File: config.mk
export PLATFORM = sky130hd
export DESIGN_NAME = rhs_cable_delay_finder
export DESIGN_NICKNAME = d
export VERILOG_FILES = /design/src/rtl/rhs_cable_delay_finder_pkg.sv /design/src/rtl/rhs_cable_delay_finder_spi_frame_engine.sv /design/src/rtl/rhs_cable_delay_finder.sv
export SDC_FILE = /design/constraint.sdc
export NUM_CORES = 1
export LEC_CHECK = 0
export CORE_UTILIZATION = 41
export CTS_BUF_LIST = sky130_fd_sc_hd__clkbuf_2
export CTS_CLUSTER_DIAMETER = 50
export DETAILED_ROUTE_END_ITERATION = 12
export PLACE_DENSITY = 0.58
export SETUP_SLACK_MARGIN = 0.3
export SLEW_MARGIN = 20
export SYNTH_ARGS = -nofsm -noshare
export SYNTH_HDL_FRONTEND = slang
export SYNTH_SLANG_ARGS = --single-unit
File: constraint.sdc
create_clock -name clk -period 6.1 [get_ports clk]
set_clock_uncertainty 0.05 [all_clocks]
set_input_delay 1.22 -clock clk [delete_from_list [all_inputs] [get_ports clk]]
set_output_delay 1.22 -clock clk [all_outputs]
set_load 0.03 [all_outputs]
File: src/rtl/rhs_cable_delay_finder_pkg.sv
// Shared constants, ROM read command helpers and sequencer state encoding
// for the RHS cable delay finder.
package rhs_pkg;

  localparam logic [1:0]  RHS_CMD_READ = 2'b11;

  localparam logic [7:0]  ROM_ADDR_IN  = 8'd251;
  localparam logic [7:0]  ROM_ADDR_TA  = 8'd252;
  localparam logic [7:0]  ROM_ADDR_N   = 8'd253;

  localparam logic [15:0] ROM_IN       = 16'h494E;
  localparam logic [15:0] ROM_TA       = 16'h5441;
  localparam logic [15:0] ROM_N        = 16'h4E00;

  localparam int          FRAME_BITS   = 32;
  localparam int          SCLK_DIV     = 4;

  typedef enum logic [2:0] {
    ST_IDLE,
    ST_FRAME,
    ST_GAP,
    ST_EVAL,
    ST_SELECT,
    ST_DONE
  } state_t;

  function automatic logic [31:0] rom_read_cmd(input logic [7:0] addr);
    return {RHS_CMD_READ, 6'b000000, addr, 16'h0000};
  endfunction

  // Frames 0 and 1 prime the pipeline; frames 2..4 all read the last ROM word.
  function automatic logic [31:0] frame_cmd(input logic [2:0] idx);
    case (idx)
      3'd0:    return rom_read_cmd(ROM_ADDR_IN);
      3'd1:    return rom_read_cmd(ROM_ADDR_TA);
      default: return rom_read_cmd(ROM_ADDR_N);
    endcase
  endfunction

  function automatic logic [15:0] frame_expect(input logic [2:0] idx);
    case (idx)
      3'd2:    return ROM_IN;
      3'd3:    return ROM_TA;
      default: return ROM_N;
    endcase
  endfunction

endpackage

File: src/rtl/rhs_cable_delay_finder_spi_frame_engine.sv
// One 32-bit SPI frame (CS low, SCLK = clk/4, MSB first) followed by the CS-high
// gap, with MISO sampled a programmable number of clk cycles after each SCLK rise.
module rhs_spi_frame_engine
  import rhs_pkg::*;
#(
  parameter int DELAY_W        = 4,
  parameter int CS_HIGH_CYCLES = 20
) (
  input  logic               clk,
  input  logic               rst,
  input  logic               start,
  input  logic [31:0]        tx_word,
  input  logic [DELAY_W-1:0] delay,
  input  logic               miso,
  output logic               cs,
  output logic               sclk,
  output logic               mosi,
  output logic               frame_end,
  output logic               done,
  output logic [15:0]        rx_word
);

  localparam int LOW_CYCLES   = FRAME_BITS * SCLK_DIV;
  localparam int TOTAL_CYCLES = LOW_CYCLES + CS_HIGH_CYCLES;
  localparam int CNT_W        = $clog2(TOTAL_CYCLES + 1);
  localparam int BIT_W        = $clog2(FRAME_BITS);

  logic                  active;
  logic [CNT_W-1:0]      cnt;
  logic [FRAME_BITS-1:0] tx_sh;
  logic [DELAY_W-1:0]    dly;
  logic [BIT_W:0]        rx_bits;
  logic [15:0]           rx_sh;
  logic                  cs_low;
  logic [CNT_W-1:0]      samp_cnt;
  logic                  sample;

  assign cs_low    = active && (cnt < CNT_W'(LOW_CYCLES));
  assign frame_end = active && (cnt == CNT_W'(LOW_CYCLES - 1));
  assign done      = active && (cnt == CNT_W'(TOTAL_CYCLES - 1));

  // SCLK rises at phase 2 of each bit; the nominal sample point is that rise.
  assign samp_cnt  = CNT_W'(rx_bits[BIT_W-1:0]) * CNT_W'(SCLK_DIV)
                   + CNT_W'(SCLK_DIV / 2) + CNT_W'(dly);
  assign sample    = active && !rx_bits[BIT_W] && (cnt == samp_cnt);

  assign cs      = !cs_low;
  assign sclk    = cs_low && cnt[1];
  assign mosi    = cs_low && tx_sh[FRAME_BITS-1];
  // Only the low half of the returned word carries data, so the shifter keeps 16 bits.
  assign rx_word = rx_sh;

  always_ff @(posedge clk) begin
    if (rst) begin
      active  <= 1'b0;
      cnt     <= '0;
      tx_sh   <= '0;
      dly     <= '0;
      rx_bits <= '0;
      rx_sh   <= '0;
    end else if (start) begin
      active  <= 1'b1;
      cnt     <= '0;
      tx_sh   <= tx_word;
      dly     <= delay;
      rx_bits <= '0;
      rx_sh   <= '0;
    end else if (active) begin
      cnt <= cnt + CNT_W'(1);
      if (cnt[1:0] == 2'b11) begin
        tx_sh <= {tx_sh[FRAME_BITS-2:0], 1'b0};
      end
      if (sample) begin
        rx_sh   <= {rx_sh[14:0], miso};
        rx_bits <= rx_bits + (BIT_W+1)'(1);
      end
      if (done) begin
        active <= 1'b0;
      end
    end
  end

endmodule

File: src/rtl/rhs_cable_delay_finder.sv
// Sweeps every MISO sampling delay with a 5-frame ROM read, records which delays
// return the expected words, and reports the centre of the longest passing run.
//
// state  | meaning
// IDLE   | waiting for start
// FRAME  | CS low, 32-bit word on the wire
// GAP    | CS high; late MISO bits still captured, result checked at the end
// EVAL   | record pass/fail for the current delay
// SELECT | scan pass_map for the longest run of passing delays
// DONE   | one-cycle result strobe
module rhs_cable_delay_finder
  import rhs_pkg::*;
#(
  parameter int DELAY_W        = 4,
  parameter int CS_HIGH_CYCLES = 20
) (
  input  logic                       clk,
  input  logic                       rst,
  input  logic                       start,
  output logic                       busy,
  output logic                       done,
  output logic                       found,
  output logic [DELAY_W-1:0]         best_delay,
  output logic [(1<<DELAY_W)-1:0]    pass_map,
  output logic                       cs,
  output logic                       sclk,
  output logic                       mosi,
  input  logic                       miso,
  output logic [2:0]                 frame_idx
);

  localparam int                 NUM_DELAYS = 1 << DELAY_W;
  localparam logic [DELAY_W-1:0] DELAY_MAX  = DELAY_W'(NUM_DELAYS - 1);
  localparam logic [DELAY_W:0]   LEN_ONE    = (DELAY_W+1)'(1);

  state_t             state, state_nxt;
  logic [DELAY_W-1:0] delay;
  logic               frame_ok;
  logic [DELAY_W-1:0] scan_idx;
  logic [DELAY_W:0]   run_len, best_len;
  logic [DELAY_W-1:0] run_start, best_start;

  logic               eng_start, eng_frame_end, eng_done;
  logic [31:0]        eng_tx;
  logic [DELAY_W-1:0] eng_delay;
  logic [15:0]        rx_word;

  logic               last_frame, last_delay, last_scan, sel_bit;
  logic [DELAY_W:0]   run_len_nxt, best_len_nxt;
  logic [DELAY_W-1:0] run_start_nxt, best_start_nxt, centre;

  assign last_frame = (frame_idx == 3'd4);
  assign last_delay = (delay == DELAY_MAX);
  assign last_scan  = (scan_idx == DELAY_MAX);

  rhs_spi_frame_engine #(
    .DELAY_W        (DELAY_W),
    .CS_HIGH_CYCLES (CS_HIGH_CYCLES)
  ) u_engine (
    .clk       (clk),
    .rst       (rst),
    .start     (eng_start),
    .tx_word   (eng_tx),
    .delay     (eng_delay),
    .miso      (miso),
    .cs        (cs),
    .sclk      (sclk),
    .mosi      (mosi),
    .frame_end (eng_frame_end),
    .done      (eng_done),
    .rx_word   (rx_word)
  );

  always_ff @(posedge clk) begin
    if (rst) state <= ST_IDLE;
    else     state <= state_nxt;
  end

  always_comb begin
    state_nxt = state;
    eng_start = 1'b0;
    eng_tx    = frame_cmd(3'd0);
    eng_delay = '0;
    busy      = (state != ST_IDLE);
    done      = (state == ST_DONE);
    case (state)
      ST_IDLE: begin
        if (start) begin
          state_nxt = ST_FRAME;
          eng_start = 1'b1;
        end
      end
      ST_FRAME: begin
        if (eng_frame_end) state_nxt = ST_GAP;
      end
      ST_GAP: begin
        eng_tx    = frame_cmd(frame_idx + 3'd1);
        eng_delay = delay;
        if (eng_done) begin
          if (last_frame) begin
            state_nxt = ST_EVAL;
          end else begin
            state_nxt = ST_FRAME;
            eng_start = 1'b1;
          end
        end
      end
      ST_EVAL: begin
        eng_delay = delay + DELAY_W'(1);
        if (last_delay) begin
          state_nxt = ST_SELECT;
        end else begin
          state_nxt = ST_FRAME;
          eng_start = 1'b1;
        end
      end
      ST_SELECT: begin
        if (last_scan) state_nxt = ST_DONE;
      end
      ST_DONE:  state_nxt = ST_IDLE;
      default:  state_nxt = ST_IDLE;
    endcase
  end

  // Strict '>' keeps the earliest run on a tie in length.
  always_comb begin
    sel_bit        = pass_map[scan_idx];
    run_len_nxt    = sel_bit ? run_len + LEN_ONE : '0;
    run_start_nxt  = (sel_bit && (run_len == '0)) ? scan_idx : run_start;
    best_len_nxt   = best_len;
    best_start_nxt = best_start;
    if (sel_bit && (run_len_nxt > best_len)) begin
      best_len_nxt   = run_len_nxt;
      best_start_nxt = run_start_nxt;
    end
    centre = '0;
    if (best_len_nxt != '0) begin
      centre = best_start_nxt + DELAY_W'((best_len_nxt - LEN_ONE) >> 1);
    end
  end

  always_ff @(posedge clk) begin
    if (rst) begin
      frame_idx  <= '0;
      delay      <= '0;
      frame_ok   <= 1'b0;
      pass_map   <= '0;
      scan_idx   <= '0;
      run_len    <= '0;
      run_start  <= '0;
      best_len   <= '0;
      best_start <= '0;
      best_delay <= '0;
      found      <= 1'b0;
    end else begin
      case (state)
        ST_IDLE: begin
          if (start) begin
            frame_idx  <= '0;
            delay      <= '0;
            frame_ok   <= 1'b1;
            pass_map   <= '0;
            best_delay <= '0;
            found      <= 1'b0;
          end
        end
        ST_GAP: begin
          if (eng_done) begin
            if (frame_idx >= 3'd2) begin
              frame_ok <= frame_ok && (rx_word == frame_expect(frame_idx));
            end
            if (!last_frame) frame_idx <= frame_idx + 3'd1;
          end
        end
        ST_EVAL: begin
          pass_map[delay] <= frame_ok;
          frame_idx       <= '0;
          frame_ok        <= 1'b1;
          if (!last_delay) begin
            delay <= delay + DELAY_W'(1);
          end else begin
            scan_idx   <= '0;
            run_len    <= '0;
            run_start  <= '0;
            best_len   <= '0;
            best_start <= '0;
          end
        end
        ST_SELECT: begin
          run_len    <= run_len_nxt;
          run_start  <= run_start_nxt;
          best_len   <= best_len_nxt;
          best_start <= best_start_nxt;
          scan_idx   <= scan_idx + DELAY_W'(1);
          if (last_scan) begin
            best_delay <= centre;
            found      <= (pass_map != '0);
          end
        end
        default: ;
      endcase
    end
  end

endmodule
## Yosys cells after proc, flatten, opt, wreduce, memory -nomap -nowiden

Cells that the tools add are included.

- Register bits after elaboration: 121
- Output and inout port bits: 29
- Bits of input ports: 4

- Add/subtract/negate cells: 10
- Magnitude comparators: 6
- Reduce and logical (&&, ||, !) cells: 35
- Mux-type cells: 61
- Eq/ne operators: 24

Operators by type and width:

| cell | number |
|---|---|
| 2-to-1 mux 32 bit | 3 |
| 2-to-1 mux 16 bit | 5 |
| one-hot mux 4 bit (2 select lines) | 6 |
| one-hot mux 19 bit (2 select lines) | 1 |
| one-hot mux 16 bit (2 select lines) | 1 |
| 2-to-1 mux 4 bit | 7 |
| one-hot mux 13 bit (2 select lines) | 1 |
| 2-to-1 mux 3 bit | 8 |
| one-hot mux 5 bit (2 select lines) | 2 |
| 2-to-1 mux 19 bit | 1 |
| bitwise mux 16 bit | 1 |
| == test 16 bit | 1 |
| inequality test 2 bit (second input constant) | 8 |
| nonzero test 16 bit | 1 |
| 2-to-1 mux 5 bit | 3 |
| one-hot mux 3 bit (5 select lines) | 1 |
| 2-to-1 mux 1 bit | 14 |
| == test 3 x 2 -> 1 bit (second input constant) | 4 |
| AND reduction 4 bit | 3 |
| logical AND 1 bit | 11 |
| less-than comparator 4 x 5 -> 1 bit (second input constant) | 2 |
| nonzero test 2 bit | 5 |
| == test 3 bit (second input constant) | 3 |
| one-hot mux 3 bit (3 select lines) | 1 |
| 32 further kinds | 43 |

## Depth between registers and ports, before layout

Gate-level depths: netlist of run 1.

- Depth after elaboration: 11
- Depth in mapped cells: 23
- Mapped depth without buffers: 21

## Modules after synthesis

From an unflattened synthesis of run 1, not the netlist that was laid out.

- Cell total of the unflattened synthesis: 871
- Area, all modules: 6891.6 sq um

Modules (own cells, without submodules):

| module | cells an instance | area each (sq um) | instances |
|---|---|---|---|
| rhs_cable_delay_finder | 478 | 3689.8 | 1 |
| rhs_spi_frame_engine | 393 | 3201.8 | 1 |

## Worst setup path before layout of run 1

No wires, ideal clock.

- Path kind: reg-to-reg
- From: reg scan_idx[1]
- To: reg best_delay[3]
- Data arrival time: 4.553 ns
- Stages on the path, launching flop included: 23
- Path slack: 1.379 ns
- Data required time: 5.933 ns
- Path buffers: 2
- Library setup time: 0.117 ns
- Cells stage by stage: dfxtp_1 buf_4 mux4_2 mux2i_1 mux2_4 nor2b_1 ha_1 a21oi_1 nand2_1 a21oi_1 a2111oi_4 buf_4 mux2i_1 ha_1 xnor2_1 ha_1 a21o_1 a21oi_1 xnor2_1 xnor2_1 xnor2_1 mux2i_1 a32o_1

- Cells in the longest elaborated chain, start to end: 11
- Elaborated cells between the ends (all ways): 18
- Those cells by class: add/sub: 2; order compare: 1; eq/ne: 2; mux: 9; reduce/logical: 4

RTL lines:

| what | RTL line | source |
|---|---|---|
| start, declared | rhs_cable_delay_finder.sv:39 | `logic [DELAY_W-1:0] scan_idx;` |
| start signal, assigned | rhs_cable_delay_finder.sv:194 | `scan_idx <= scan_idx + DELAY_W'(1);` |
| binary-select mux 1 bit (select 4 bit) | rhs_cable_delay_finder.sv:127 | `sel_bit = pass_map[scan_idx];` |
| 2-to-1 mux 1 bit (implied by the code) | rhs_cable_delay_finder.sv:127 |  |
| 2-to-1 mux 5 bit | rhs_cable_delay_finder.sv:128 | `run_len_nxt = sel_bit ? run_len + LEN_ONE : '0;` |
| greater-than comparator 5 bit | rhs_cable_delay_finder.sv:132 | `if (sel_bit && (run_len_nxt > best_len)) begin` |
| logical AND 1 bit | rhs_cable_delay_finder.sv:132 |  |
| 2-to-1 mux 5 bit | rhs_cable_delay_finder.sv:132 |  |
| subtractor 5 x 1 -> 5 bit | rhs_cable_delay_finder.sv:138 | `centre = best_start_nxt + DELAY_W'((best_len_nxt - LEN_ONE) >> 1);` |
| adder 4 bit | rhs_cable_delay_finder.sv:138 |  |
| 2-to-1 mux 4 bit | rhs_cable_delay_finder.sv:137 | `if (best_len_nxt != '0) begin` |
| 2-to-1 mux 4 bit | rhs_cable_delay_finder.sv:195 | `if (last_scan) begin` |
| one-hot mux 4 bit (2 select lines) | rhs_cable_delay_finder.sv:156 | `case (state)` |
| end signal, assigned | rhs_cable_delay_finder.sv:196 | `best_delay <= centre;` |
| end, declared | rhs_cable_delay_finder.sv:23 | `output logic [DELAY_W-1:0] best_delay,` |

Several ways; a longest one is shown, not always the timed one. The select of a mux whose other input is x is not followed.
A chain may end at the register's enable or synchronous reset.

## Worst setup path after layout of run 1

Same ends and word-level chain as after synthesis.

==> report_table.html, run 1 <==
<table>
<tr><th>Metric</th><th>Value</th></tr>
<tr><th colspan="2">Timing</th></tr>
<tr><td>RSZ-0062 raised after global routing</td><td>false</td></tr>
<tr><td>Setup TNS Final</td><td>0 ns</td></tr>
<tr><td>Slew @ Worst Pin</td><td>1.02 ns</td></tr>
<tr><td>Maximum frequency from static timing analysis</td><td>189 MHz</td></tr>
<tr><td>Part of the cycle the worst path needs</td><td>86.6%</td></tr>
<tr><td>Final Max Slew Viols</td><td>0</td></tr>
<tr><td>Final Setup Violations</td><td>0</td></tr>
<tr><td>Worst slew slack as a fraction of its limit</td><td>32.1%</td></tr>
<tr><td>Count of final hold-check violations</td><td>0</td></tr>
<tr><td>Final Critical Period</td><td>5.28 ns</td></tr>
<tr><th colspan="2">Logic synthesis</th></tr>
<tr><td>Count of state elements after synthesis</td><td>105</td></tr>
<tr><td>Cell count after synthesis</td><td>704</td></tr>
<tr><td>Synth Net Count</td><td>735</td></tr>
<tr><td>Syn_area_per_cell</td><td>8.00 um2</td></tr>
<tr><td>EDFF count, synth</td><td>0</td></tr>
<tr><td>Main area contributors after synthesis</td><td>sky130_fd_sc_hd__dfxtp_1 37%, sky130_fd_sc_hd__a21oi_1 6.8%, sky130_fd_sc_hd__nand2_1 6.2%</td></tr>
<tr><td>Synth Cell Area</td><td>5640 um2</td></tr>
<tr><td>Yosys top cell by area</td><td>sky130_fd_sc_hd__dfxtp_1</td></tr>
<tr><td>Top cell type's share of synthesized area</td><td>37.3%</td></tr>
<tr><td>Async set-reset flop share out of synthesis</td><td>0%</td></tr>
<tr><td>Warnings, synthesis</td><td>0</td></tr>
<tr><td>Sequential share of the synthesized area</td><td>37.3%</td></tr>
<tr><td>Dominant synthesized flop cell</td><td>sky130_fd_sc_hd__dfxtp_1</td></tr>
<tr><td>Number of library cell types mapped by synthesis</td><td>60</td></tr>
<tr><th colspan="2">Floorplanning</th></tr>
<tr><td>Overall die height</td><td>119 um</td></tr>
<tr><td>I/O Pins</td><td>33</td></tr>
<tr><td>Initial cell density of the core</td><td>42.2%</td></tr>
<tr><td>Num rows</td><td>42</td></tr>
<tr><td>Die Footprint</td><td>14,200 um2</td></tr>
<tr><td>Area of the core region</td><td>13,300 um2</td></tr>
<tr><td>DIE WIDTH</td><td>119 um</td></tr>
<tr><th colspan="2">Drt</th></tr>
<tr><td>First-iteration detailed-routing DRC count</td><td>407</td></tr>
<tr><td>TritonRoute pass-1 iters</td><td>5</td></tr>
<tr><td>Wire length after detailed routing</td><td>13,300 um</td></tr>
<tr><td>Vias per std cell</td><td>5.49</td></tr>
<tr><td>Antenna violation net count after detailed routing</td><td>0</td></tr>
<tr><td>Vias after detailed routing</td><td>4,890</td></tr>
<tr><td>Avg WL per Cell</td><td>14.9 um</td></tr>
<tr><td>DRC viols</td><td>0</td></tr>
<tr><th colspan="2">Cells and area</th></tr>
<tr><td>Signed area change from the synthesized netlist to the final layout</td><td>9.50%</td></tr>
<tr><td>Share of cells above drive strength 1</td><td>5.46%</td></tr>
<tr><td>Commonest cells after routing, fill and taps aside</td><td>105 x sky130_fd_sc_hd__dfxtp_1, 93 x sky130_fd_sc_hd__nand2_1, 77 x sky130_fd_sc_hd__a21oi_1</td></tr>
<tr><td>Fill cell total of the finished layout</td><td>1,370</td></tr>
<tr><td>Multi-input logic area</td><td>3240 um2</td></tr>
<tr><td>Most common cell after layout, fill and taps aside</td><td>sky130_fd_sc_hd__dfxtp_1</td></tr>
<tr><td>Number of nets in the layout</td><td>740</td></tr>
<tr><td>Reg area</td><td>2100 um2</td></tr>
<tr><th colspan="2">Place</th></tr>
<tr><td>HPWL Detailed</td><td>9310 um</td></tr>
<tr><td>Input/output buffers</td><td>32</td></tr>
<tr><td>GP Congestion</td><td>0.866</td></tr>
<tr><th colspan="2">Critical path</th></tr>
<tr><td>Cell with the biggest individual delay on the critical path</td><td>sky130_fd_sc_hd__dfxtp_1</td></tr>
<tr><td>Critical path startpoint category</td><td>flip-flop</td></tr>
<tr><td>Setup crit end kind</td><td>flip-flop</td></tr>
<tr><td>Critical path, cell by cell</td><td>mux4_2, mux2i_1, mux2_4, nand2b_1, ha_1, inv_1, maj3_1, o211ai_1, a2111oi_4, buf_4, nand2_1, o21ai_1, ha_1, xnor2_1, ha_1, a21o_1, a21oi_1, xnor2_1, xnor2_1, xnor2_1, mux2i_1, a32o_1</td></tr>
<tr><td>Worst r2r path cells</td><td>22</td></tr>
<tr><td>Critical path class</td><td>reg2reg</td></tr>
<tr><td>Critical path arrival</td><td>5.78 ns</td></tr>
<tr><td>Largest driver fanout on the critical path</td><td>9</td></tr>
<tr><td>Largest stage delay on the critical path</td><td>0.64 ns</td></tr>
<tr><td>Crit path required time</td><td>6.60 ns</td></tr>
<tr><td>Most repeated library cell on the critical path</td><td>sky130_fd_sc_hd__xnor2_1</td></tr>
<tr><th colspan="2">CTS</th></tr>
<tr><td>Maximum buffer depth of the clock tree</td><td>2</td></tr>
<tr><td>Clock latency on the worst-skew pair</td><td>0.63 ns</td></tr>
<tr><td>Level count of the clock H-tree</td><td>3</td></tr>
<tr><td># clock sinks</td><td>105</td></tr>
<tr><td>Number of buffers created by CTS</td><td>9</td></tr>
<tr><td>Number of gates given a new drive strength after cts</td><td>0</td></tr>
<tr><td>Root buffer cell</td><td>sky130_fd_sc_hd__clkbuf_2</td></tr>
<tr><td>Clock input transition at the sequential cells of the worst setup and hold paths</td><td>0.30 ns</td></tr>
<tr><td>Clock tree from TritonCTS</td><td>built</td></tr>
<tr><th colspan="2">Power</th></tr>
<tr><td>Net switching component of the power</td><td>308 uW</td></tr>
<tr><td>Portion of total power attributed to sequential cells</td><td>62.7%</td></tr>
<tr><td>Comb pwr share</td><td>5.1%</td></tr>
<tr><td>Clock power share</td><td>32.1%</td></tr>
<tr><td>Peak ir drop on the vdd network</td><td>174 uV</td></tr>
<tr><td>Int Power</td><td>819 uW</td></tr>
<tr><td>Power, Total</td><td>1.13 mW</td></tr>
<tr><td>Static leakage</td><td>2.15 nW</td></tr>
<tr><td>Switching fraction of total power</td><td>27.3%</td></tr>
<tr><td>Power per unit of standard cell area</td><td>183 nW/um2</td></tr>
<tr><th colspan="2">Global routing</th></tr>
<tr><td>Global-route total usage across every layer</td><td>19.9%</td></tr>
<tr><td>Pin count of the biggest net entering global routing</td><td>69</td></tr>
<tr><td>Via count of the first global-routing pass</td><td>4,518</td></tr>
<tr><td>Wire length of the first global-routing pass</td><td>22,700 um</td></tr>
<tr><td>Total gr overflow</td><td>0</td></tr>
<tr><td>Initial antenna violation count</td><td>1</td></tr>
<tr><th colspan="2">Hold path</th></tr>
<tr><td>Worst Hold Depth</td><td>2</td></tr>
<tr><td>Type of the tightest min-delay check</td><td>reg2reg</td></tr>
<tr><th colspan="2">Run status</th></tr>
<tr><td>Run status</td><td>complete, no violations</td></tr>
<tr><th colspan="2">Run</th></tr>
<tr><td>Max-cap check violation count</td><td>0</td></tr>
</table>
## power groups by stage
stage	registers, mW	clock network, mW	logic, mW
3_5_place_dp	0.718	0	0.0583
5_1_grt	0.710	0.402	0.0642
2_1_floorplan	0.714	0	0.0456
3_3_place_gp	0.718	0	0.0571
6_report	0.707	0.362	0.0577
4_1_cts	0.707	0.376	0.0583
## cell usage after synthesis (3+ instances only)
cell type	n
sky130_fd_sc_hd__dfxtp_1	105
sky130_fd_sc_hd__a311oi_1	3
sky130_fd_sc_hd__xnor2_1	26
sky130_fd_sc_hd__a21o_1	5
sky130_fd_sc_hd__and3_1	6
sky130_fd_sc_hd__mux2i_1	8
sky130_fd_sc_hd__nor2b_1	6
sky130_fd_sc_hd__nor2_1	66
sky130_fd_sc_hd__nand2b_1	6
sky130_fd_sc_hd__inv_1	26
sky130_fd_sc_hd__o211ai_1	3
sky130_fd_sc_hd__xor2_1	6
sky130_fd_sc_hd__nand2_1	93
sky130_fd_sc_hd__or3_1	5
sky130_fd_sc_hd__nand3b_1	3
sky130_fd_sc_hd__a22oi_1	14
sky130_fd_sc_hd__nand3_1	31
sky130_fd_sc_hd__mux2_1	3
sky130_fd_sc_hd__mux2_2	3
sky130_fd_sc_hd__nand4_1	8
sky130_fd_sc_hd__mux4_2	4
sky130_fd_sc_hd__nor3_1	8
sky130_fd_sc_hd__o21ai_1	19
sky130_fd_sc_hd__clkbuf_1	29
sky130_fd_sc_hd__ha_1	25
sky130_fd_sc_hd__o21ai_0	32
sky130_fd_sc_hd__nor4_1	7
sky130_fd_sc_hd__a32oi_1	3
sky130_fd_sc_hd__buf_2	13
sky130_fd_sc_hd__a31oi_1	12
sky130_fd_sc_hd__a21oi_1	77
sky130_fd_sc_hd__and2_1	7
## cells by family (layout without fill, tap and decap cells)
group | Yosys count | after routing | share of synthesized area, %
AOI/OAI and AO/OA | 188 | 188 | 19.9
and+or+nand+nor | 259 | 259 | 21.4
buffers and inverters | 72 | 82 | 5.24
muxes | 20 | 20 | 4.75
DFF | 105 | 105 | 37.3
other | 0 | 1 | 0
xor gates and xnor gates | 32 | 32 | 4.97
adders and majority gates | 28 | 28 | 6.44
## sequential cells by signal, indices dropped and copies added, names as in the netlist
name,flops
best_delay,4
best_len,5
best_start,4
delay,4
found,1
frame_idx,3
frame_ok,1
pass_map,16
run_len,5
run_start,4
scan_idx,4
state,3
u_engine.active,1
u_engine.cnt,8
u_engine.dly,4
u_engine.rx_bits,6
u_engine.rx_word,16
u_engine.tx_sh,16
## routing by layer
metal	part of all wire, %	GRT usage (%)
met4	1.0	6.09
met3	3.7	4.21
met2	46	31.1
met5	0	0
met1	49	27.2
## final timing paths
path                                                         from                                 to  slack (ns)
worst max-delay path                     scan_idx[1]$_SDFFE_PP0P_         best_delay[3]$_SDFFE_PP0P_        0.82
worst min register to register  u_engine.rx_word[15]$_SDFFE_PP0P_  u_engine.rx_word[15]$_SDFFE_PP0P_        0.42
worst min-delay path            u_engine.rx_word[15]$_SDFFE_PP0P_  u_engine.rx_word[15]$_SDFFE_PP0P_        0.42
worst max register to register           scan_idx[1]$_SDFFE_PP0P_         best_delay[3]$_SDFFE_PP0P_        0.82
## stage by stage
step	instance area (um2)	util, %	setup slack (ns)	std cells	hold WS (ns)
detailed placement	6000	45.0	0.657	869	0.395
global route	6170	46.2	0.468	891	0.439
CTS	6130	45.9	0.618	885	0.421
finish	6170	46.2	0.815	891	0.423
floorplan	5640	-	1.38	704	0.378
global placement	6000	45.0	0.868	869	0.386
## cell type report
class | count | area share [%]
well taps | 176 | 3.57
clock buffers | 9 | 0.730
diodes | 1 | 0.0406
inverters | 26 | 1.58
clock inverters | 7 | 1.36
multi-input cells | 527 | 52.6
repair buffers | 40 | 6.08
flip-flops and latches | 105 | 34.1
## critical path, delay by kind of cell (launching register included)
family                     cells  cell delay (ns)
adders and majority gates      4             1.04
AOI/OAI and AO/OA              6             1.13
and+or+nand+nor                2             0.22
muxes                          4             1.10
DFF                            1             0.64
buffers and inverters          2             0.23
xor gates and xnor gates       4             0.79
## what timing repair did
item / 4_1_cts / 5_1_grt
hold buffers: 0 / 0
buffers inserted: 0 / 5
endpoints found under the setup margin: 0 / 1
hold endpoints to repair: 0 / 0
Power figures use the tool's default switching activity.
==> run 2: changes to the inputs <==
CTS_CLUSTER_DIAMETER = 60   (was 50)
==> results of run 2 <==
The final DEF is identical to that of run 1; final timing and power are the same.
==> run 3: changes to the inputs <==
ABC_AREA = 1   (was default)
CORE_MARGIN = 4   (was default)
PLACE_DENSITY = 0.68   (was 0.58)
==> run 3 against run 2 <==
  * Power grew 43%
  * Sequential share of layout area shrank 1.1 points
  * Via count grew 7.7%
  * Worst setup slack gained 1.1 ns
  * Hold slack gained 0.0080 ns
  * Non-clock buffer count shrank 3
  * Combinational power grew to 8.0 times the previous value
  * Global-route usage shrank 2.5 points
  * Critical endpoint unchanged
  * Largest cell class unchanged
==> report_table.html, run 3 <==
<table>
<tr><th>Metric</th><th>Value</th></tr>
<tr><th colspan="2">Run status</th></tr>
<tr><td>Run status</td><td>complete, no violations (unchanged)</td></tr>
<tr><th colspan="2">Floorplanning</th></tr>
<tr><td>Num rows</td><td>43 (was 42)</td></tr>
<tr><td>Initial cell density of the core</td><td>41.8% (was 42.2%)</td></tr>
<tr><td>Overall die height</td><td>127 um (was 119 um)</td></tr>
<tr><td>I/O Pins</td><td>33 (unchanged)</td></tr>
<tr><td>DIE WIDTH</td><td>127 um (was 119 um)</td></tr>
<tr><td>Area of the core region</td><td>13,900 um2 (was 13,300 um2)</td></tr>
<tr><td>Die Footprint</td><td>16,100 um2 (was 14,200 um2)</td></tr>
<tr><th colspan="2">CTS</th></tr>
<tr><td>Level count of the clock H-tree</td><td>3 (unchanged)</td></tr>
<tr><td># clock sinks</td><td>105 (unchanged)</td></tr>
<tr><td>Number of buffers created by CTS</td><td>9 (unchanged)</td></tr>
<tr><td>Clock tree from TritonCTS</td><td>built (unchanged)</td></tr>
<tr><td>Clock input transition at the sequential cells of the worst setup and hold paths</td><td>0.31 ns (was 0.30 ns)</td></tr>
<tr><td>Clock latency on the worst-skew pair</td><td>0.66 ns (was 0.63 ns)</td></tr>
<tr><td>Root buffer cell</td><td>sky130_fd_sc_hd__clkbuf_2 (unchanged)</td></tr>
<tr><td>Number of gates given a new drive strength after cts</td><td>0 (unchanged)</td></tr>
<tr><td>Maximum buffer depth of the clock tree</td><td>2 (unchanged)</td></tr>
<tr><td>Number of post-CTS setup repair buffers</td><td>0 (unchanged)</td></tr>
<tr><td>CTS hold repair buffers</td><td>0 (unchanged)</td></tr>
<tr><th colspan="2">Power</th></tr>
<tr><td>Peak ir drop on the vdd network</td><td>237 uV (was 174 uV)</td></tr>
<tr><td>Static leakage</td><td>2.49 nW (was 2.15 nW)</td></tr>
<tr><td>Power per unit of standard cell area</td><td>253 nW/um2 (was 183 nW/um2)</td></tr>
<tr><td>Power, Total</td><td>1.61 mW (was 1.13 mW)</td></tr>
<tr><th colspan="2">Drt</th></tr>
<tr><td>Wire length after detailed routing</td><td>13,500 um (was 13,300 um)</td></tr>
<tr><td>Vias after detailed routing</td><td>5,265 (was 4,890)</td></tr>
<tr><td>Vias per std cell</td><td>5.04 (was 5.49)</td></tr>
<tr><td>TritonRoute pass-1 iters</td><td>4 (was 5)</td></tr>
<tr><td>First-iteration detailed-routing DRC count</td><td>301 (was 407)</td></tr>
<tr><td>Antenna violation net count after detailed routing</td><td>0 (unchanged)</td></tr>
<tr><td>DRC viols</td><td>0 (unchanged)</td></tr>
<tr><td>Avg WL per Cell</td><td>12.9 um (was 14.9 um)</td></tr>
<tr><th colspan="2">Logic synthesis</th></tr>
<tr><td>Commonest cells in the netlist</td><td>186 x sky130_fd_sc_hd__nand2_1, 118 x sky130_fd_sc_hd__inv_1, 105 x sky130_fd_sc_hd__dfxtp_1, 79 x sky130_fd_sc_hd__a21oi_1, 68 x sky130_fd_sc_hd__nor2_1 (was 105 x sky130_fd_sc_hd__dfxtp_1, 93 x sky130_fd_sc_hd__nand2_1, 77 x sky130_fd_sc_hd__a21oi_1, 66 x sky130_fd_sc_hd__nor2_1, 32 x sky130_fd_sc_hd__o21ai_0)</td></tr>
<tr><td>Synth Net Count</td><td>871 (was 735)</td></tr>
<tr><td>Cell count after synthesis</td><td>840 (was 704)</td></tr>
<tr><td>Yosys top cell by area</td><td>sky130_fd_sc_hd__dfxtp_1 (unchanged)</td></tr>
<tr><td>Synth Cell Area</td><td>5800 um2 (was 5640 um2)</td></tr>
<tr><td>Most frequent cell after synthesis</td><td>sky130_fd_sc_hd__nand2_1 (was sky130_fd_sc_hd__dfxtp_1)</td></tr>
<tr><td>Top cell type's share of synthesized area</td><td>36.2% (was 37.3%)</td></tr>
<tr><td>EDFF count, synth</td><td>0 (unchanged)</td></tr>
<tr><td>Sequential share of the synthesized area</td><td>36.2% (was 37.3%)</td></tr>
<tr><td>Warnings, synthesis</td><td>0 (unchanged)</td></tr>
<tr><td>Main area contributors after synthesis</td><td>sky130_fd_sc_hd__dfxtp_1 36%, sky130_fd_sc_hd__nand2_1 12%, sky130_fd_sc_hd__inv_1 7.6% (was sky130_fd_sc_hd__dfxtp_1 37%, sky130_fd_sc_hd__a21oi_1 6.8%, sky130_fd_sc_hd__nand2_1 6.2%)</td></tr>
<tr><td>Syn_area_per_cell</td><td>6.91 um2 (was 8.00 um2)</td></tr>
<tr><td>Async set-reset flop share out of synthesis</td><td>0% (unchanged)</td></tr>
<tr><td>Dominant synthesized flop cell</td><td>sky130_fd_sc_hd__dfxtp_1 (unchanged)</td></tr>
<tr><td>Count of state elements after synthesis</td><td>105 (unchanged)</td></tr>
<tr><td>Number of library cell types mapped by synthesis</td><td>49 (was 60)</td></tr>
<tr><th colspan="2">Global routing</th></tr>
<tr><td>M1 GR Usage</td><td>24.0% (was 27.2%)</td></tr>
<tr><td>Via count of the first global-routing pass</td><td>4,875 (was 4,518)</td></tr>
<tr><td>Total gr overflow</td><td>0 (unchanged)</td></tr>
<tr><td>Global-route total usage across every layer</td><td>17.4% (was 19.9%)</td></tr>
<tr><td>Wire length of the first global-routing pass</td><td>23,300 um (was 22,700 um)</td></tr>
<tr><td>Grt peak-use layer</td><td>met2 (unchanged)</td></tr>
<tr><td>Met2 Use GR</td><td>27.6% (was 31.1%)</td></tr>
<tr><td>Met3 Track Usage GR</td><td>4.17% (was 4.21%)</td></tr>
<tr><td>Initial antenna violation count</td><td>0 (was 1)</td></tr>
<tr><td>Pin count of the biggest net entering global routing</td><td>56 (was 69)</td></tr>
<tr><th colspan="2">Hold path</th></tr>
<tr><td>Type of the tightest min-delay check</td><td>reg2reg (unchanged)</td></tr>
<tr><th colspan="2">Timing</th></tr>
<tr><td>Count of final hold-check violations</td><td>0 (unchanged)</td></tr>
<tr><td>Worst slew slack as a fraction of its limit</td><td>38.2% (was 32.1%)</td></tr>
<tr><td>Maximum frequency from static timing analysis</td><td>240 MHz (was 189 MHz)</td></tr>
<tr><td>Final Max Slew Viols</td><td>0 (unchanged)</td></tr>
<tr><td>RSZ-0062 raised after global routing</td><td>false (unchanged)</td></tr>
<tr><td>Setup TNS Final</td><td>0 ns (unchanged)</td></tr>
<tr><td>Slew @ Worst Pin</td><td>0.925 ns (was 1.02 ns)</td></tr>
<tr><td>Final Critical Period</td><td>4.16 ns (was 5.28 ns)</td></tr>
<tr><td>Part of the cycle the worst path needs</td><td>68.2% (was 86.6%)</td></tr>
<tr><td>Final Setup Violations</td><td>0 (unchanged)</td></tr>
<tr><th colspan="2">Critical path</th></tr>
<tr><td>Crit path required time</td><td>6.64 ns (was 6.60 ns)</td></tr>
<tr><td>Setup crit end kind</td><td>flip-flop (unchanged)</td></tr>
<tr><td>Critical path startpoint category</td><td>flip-flop (unchanged)</td></tr>
<tr><td>Largest driver fanout on the critical path</td><td>18 (was 9)</td></tr>
<tr><td>Critical path arrival</td><td>4.71 ns (was 5.78 ns)</td></tr>
<tr><td>Critical path class</td><td>reg2reg (unchanged)</td></tr>
<tr><th colspan="2">Cells and area</th></tr>
<tr><td>Post-layout util</td><td>46.0% (was 46.2%)</td></tr>
<tr><td>Share of cells above drive strength 1</td><td>5.56% (was 5.46%)</td></tr>
<tr><td>Signed area change from the synthesized netlist to the final layout</td><td>10.1% (was 9.50%)</td></tr>
<tr><td>Number of nets in the layout</td><td>890 (was 740)</td></tr>
<tr><td>Commonest cells after routing, fill and taps aside</td><td>186 x sky130_fd_sc_hd__nand2_1, 118 x sky130_fd_sc_hd__inv_1, 105 x sky130_fd_sc_hd__dfxtp_1 (was 105 x sky130_fd_sc_hd__dfxtp_1, 93 x sky130_fd_sc_hd__nand2_1, 77 x sky130_fd_sc_hd__a21oi_1)</td></tr>
<tr><td>Antenna diode count</td><td>0 (was 1)</td></tr>
<tr><td>Most common cell after layout, fill and taps aside</td><td>sky130_fd_sc_hd__nand2_1 (was sky130_fd_sc_hd__dfxtp_1)</td></tr>
<tr><th colspan="2">Run</th></tr>
<tr><td>Max-cap check violation count</td><td>0 (unchanged)</td></tr>
<tr><th colspan="2">Place</th></tr>
<tr><td>Input/output buffers</td><td>32 (unchanged)</td></tr>
<tr><td>HPWL Detailed</td><td>9770 um (was 9310 um)</td></tr>
<tr><td>GP Congestion</td><td>0.846 (was 0.866)</td></tr>
</table>
-- run 3: cell type report --
class / instances / area (um2)
clock buffer: 9 / 45.0
clock inverter: 7 / 82.6
fill: 1443 / 7490
inverter: 124 / 465
multi-input combinational: 582 / 3110
sequential: 105 / 2100
tap: 180 / 225
timing repair buffer: 37 / 353
-- run 3: logic make-up after synthesis --
| kind of cell | share of synthesized area, % |
|---|---|
| simple gates | 26.0 |
| compound gates | 18.9 |
| fa+ha+maj | 6.08 |
| flops | 36.2 |
| xor+xnor | 2.72 |
| buf+inv | 10.1 |
-- run 3: where the power goes --
group	leakage, nW	switching, mW	internal [mW]
registers	0.851	0.0464	0.742
clock network	0.0767	0.259	0.103
logic	1.56	0.314	0.150
-- run 3: per-layer routing --
layer | wire (um) | share of wire (%)
met1 | 6740 | 50
met2 | 6160 | 46
met3 | 445 | 3.3
met4 | 119 | 0.88
met5 | 0 | 0
-- run 3: worst max-delay path, cell delays in order (launching register included) --
cell and delay [ns]:
sky130_fd_sc_hd__dfxtp_1 0.66, sky130_fd_sc_hd__inv_2 0.16, sky130_fd_sc_hd__nand2_1 0.10, sky130_fd_sc_hd__nand3_1 0.08
sky130_fd_sc_hd__nand3_1 0.13, sky130_fd_sc_hd__nand3_2 0.10, sky130_fd_sc_hd__nand2_4 0.13, sky130_fd_sc_hd__inv_1 0.06
sky130_fd_sc_hd__nor2_1 0.18, sky130_fd_sc_hd__ha_1 0.28, sky130_fd_sc_hd__a21oi_1 0.12, sky130_fd_sc_hd__a21boi_2 0.22
sky130_fd_sc_hd__nand2_4 0.10, sky130_fd_sc_hd__nand2_4 0.22, sky130_fd_sc_hd__nand2_1 0.10, sky130_fd_sc_hd__o21ai_2 0.11
sky130_fd_sc_hd__ha_1 0.28, sky130_fd_sc_hd__xnor2_1 0.20, sky130_fd_sc_hd__ha_1 0.29, sky130_fd_sc_hd__a31oi_1 0.20
sky130_fd_sc_hd__inv_1 0.06, sky130_fd_sc_hd__nand3_1 0.08, sky130_fd_sc_hd__nand3_1 0.07, sky130_fd_sc_hd__a21oi_1 0.11
-- run 3: per-stage QoR --
| step | cell area, um2 | worst slack, ns | cells | hold WS [ns] |
|---|---|---|---|---|
| after global routing | 6390 | 1.48 | 1044 | 0.444 |
| after global placement | 6260 | 2.15 | 1028 | 0.393 |
| after detailed placement | 6260 | 2.05 | 1028 | 0.402 |
| after CTS | 6390 | 1.97 | 1044 | 0.432 |
| final | 6390 | 1.94 | 1044 | 0.431 |
| after floorplan | 5800 | 2.50 | 840 | 0.380 |
-- run 3: worst paths after layout --
kind	startpoint	end	slack, ns	cells past startpoint
setup reg to reg	scan_idx[0]$_SDFFE_PP0P_	best_delay[3]$_SDFFE_PP0P_	1.94	23
hold reg to reg	u_engine.tx_sh[25]$_SDFFE_PP0P_	u_engine.tx_sh[25]$_SDFFE_PP0P_	0.43	2
setup / recovery	scan_idx[0]$_SDFFE_PP0P_	best_delay[3]$_SDFFE_PP0P_	1.94	23
hold / removal	u_engine.tx_sh[25]$_SDFFE_PP0P_	u_engine.tx_sh[25]$_SDFFE_PP0P_	0.43	2
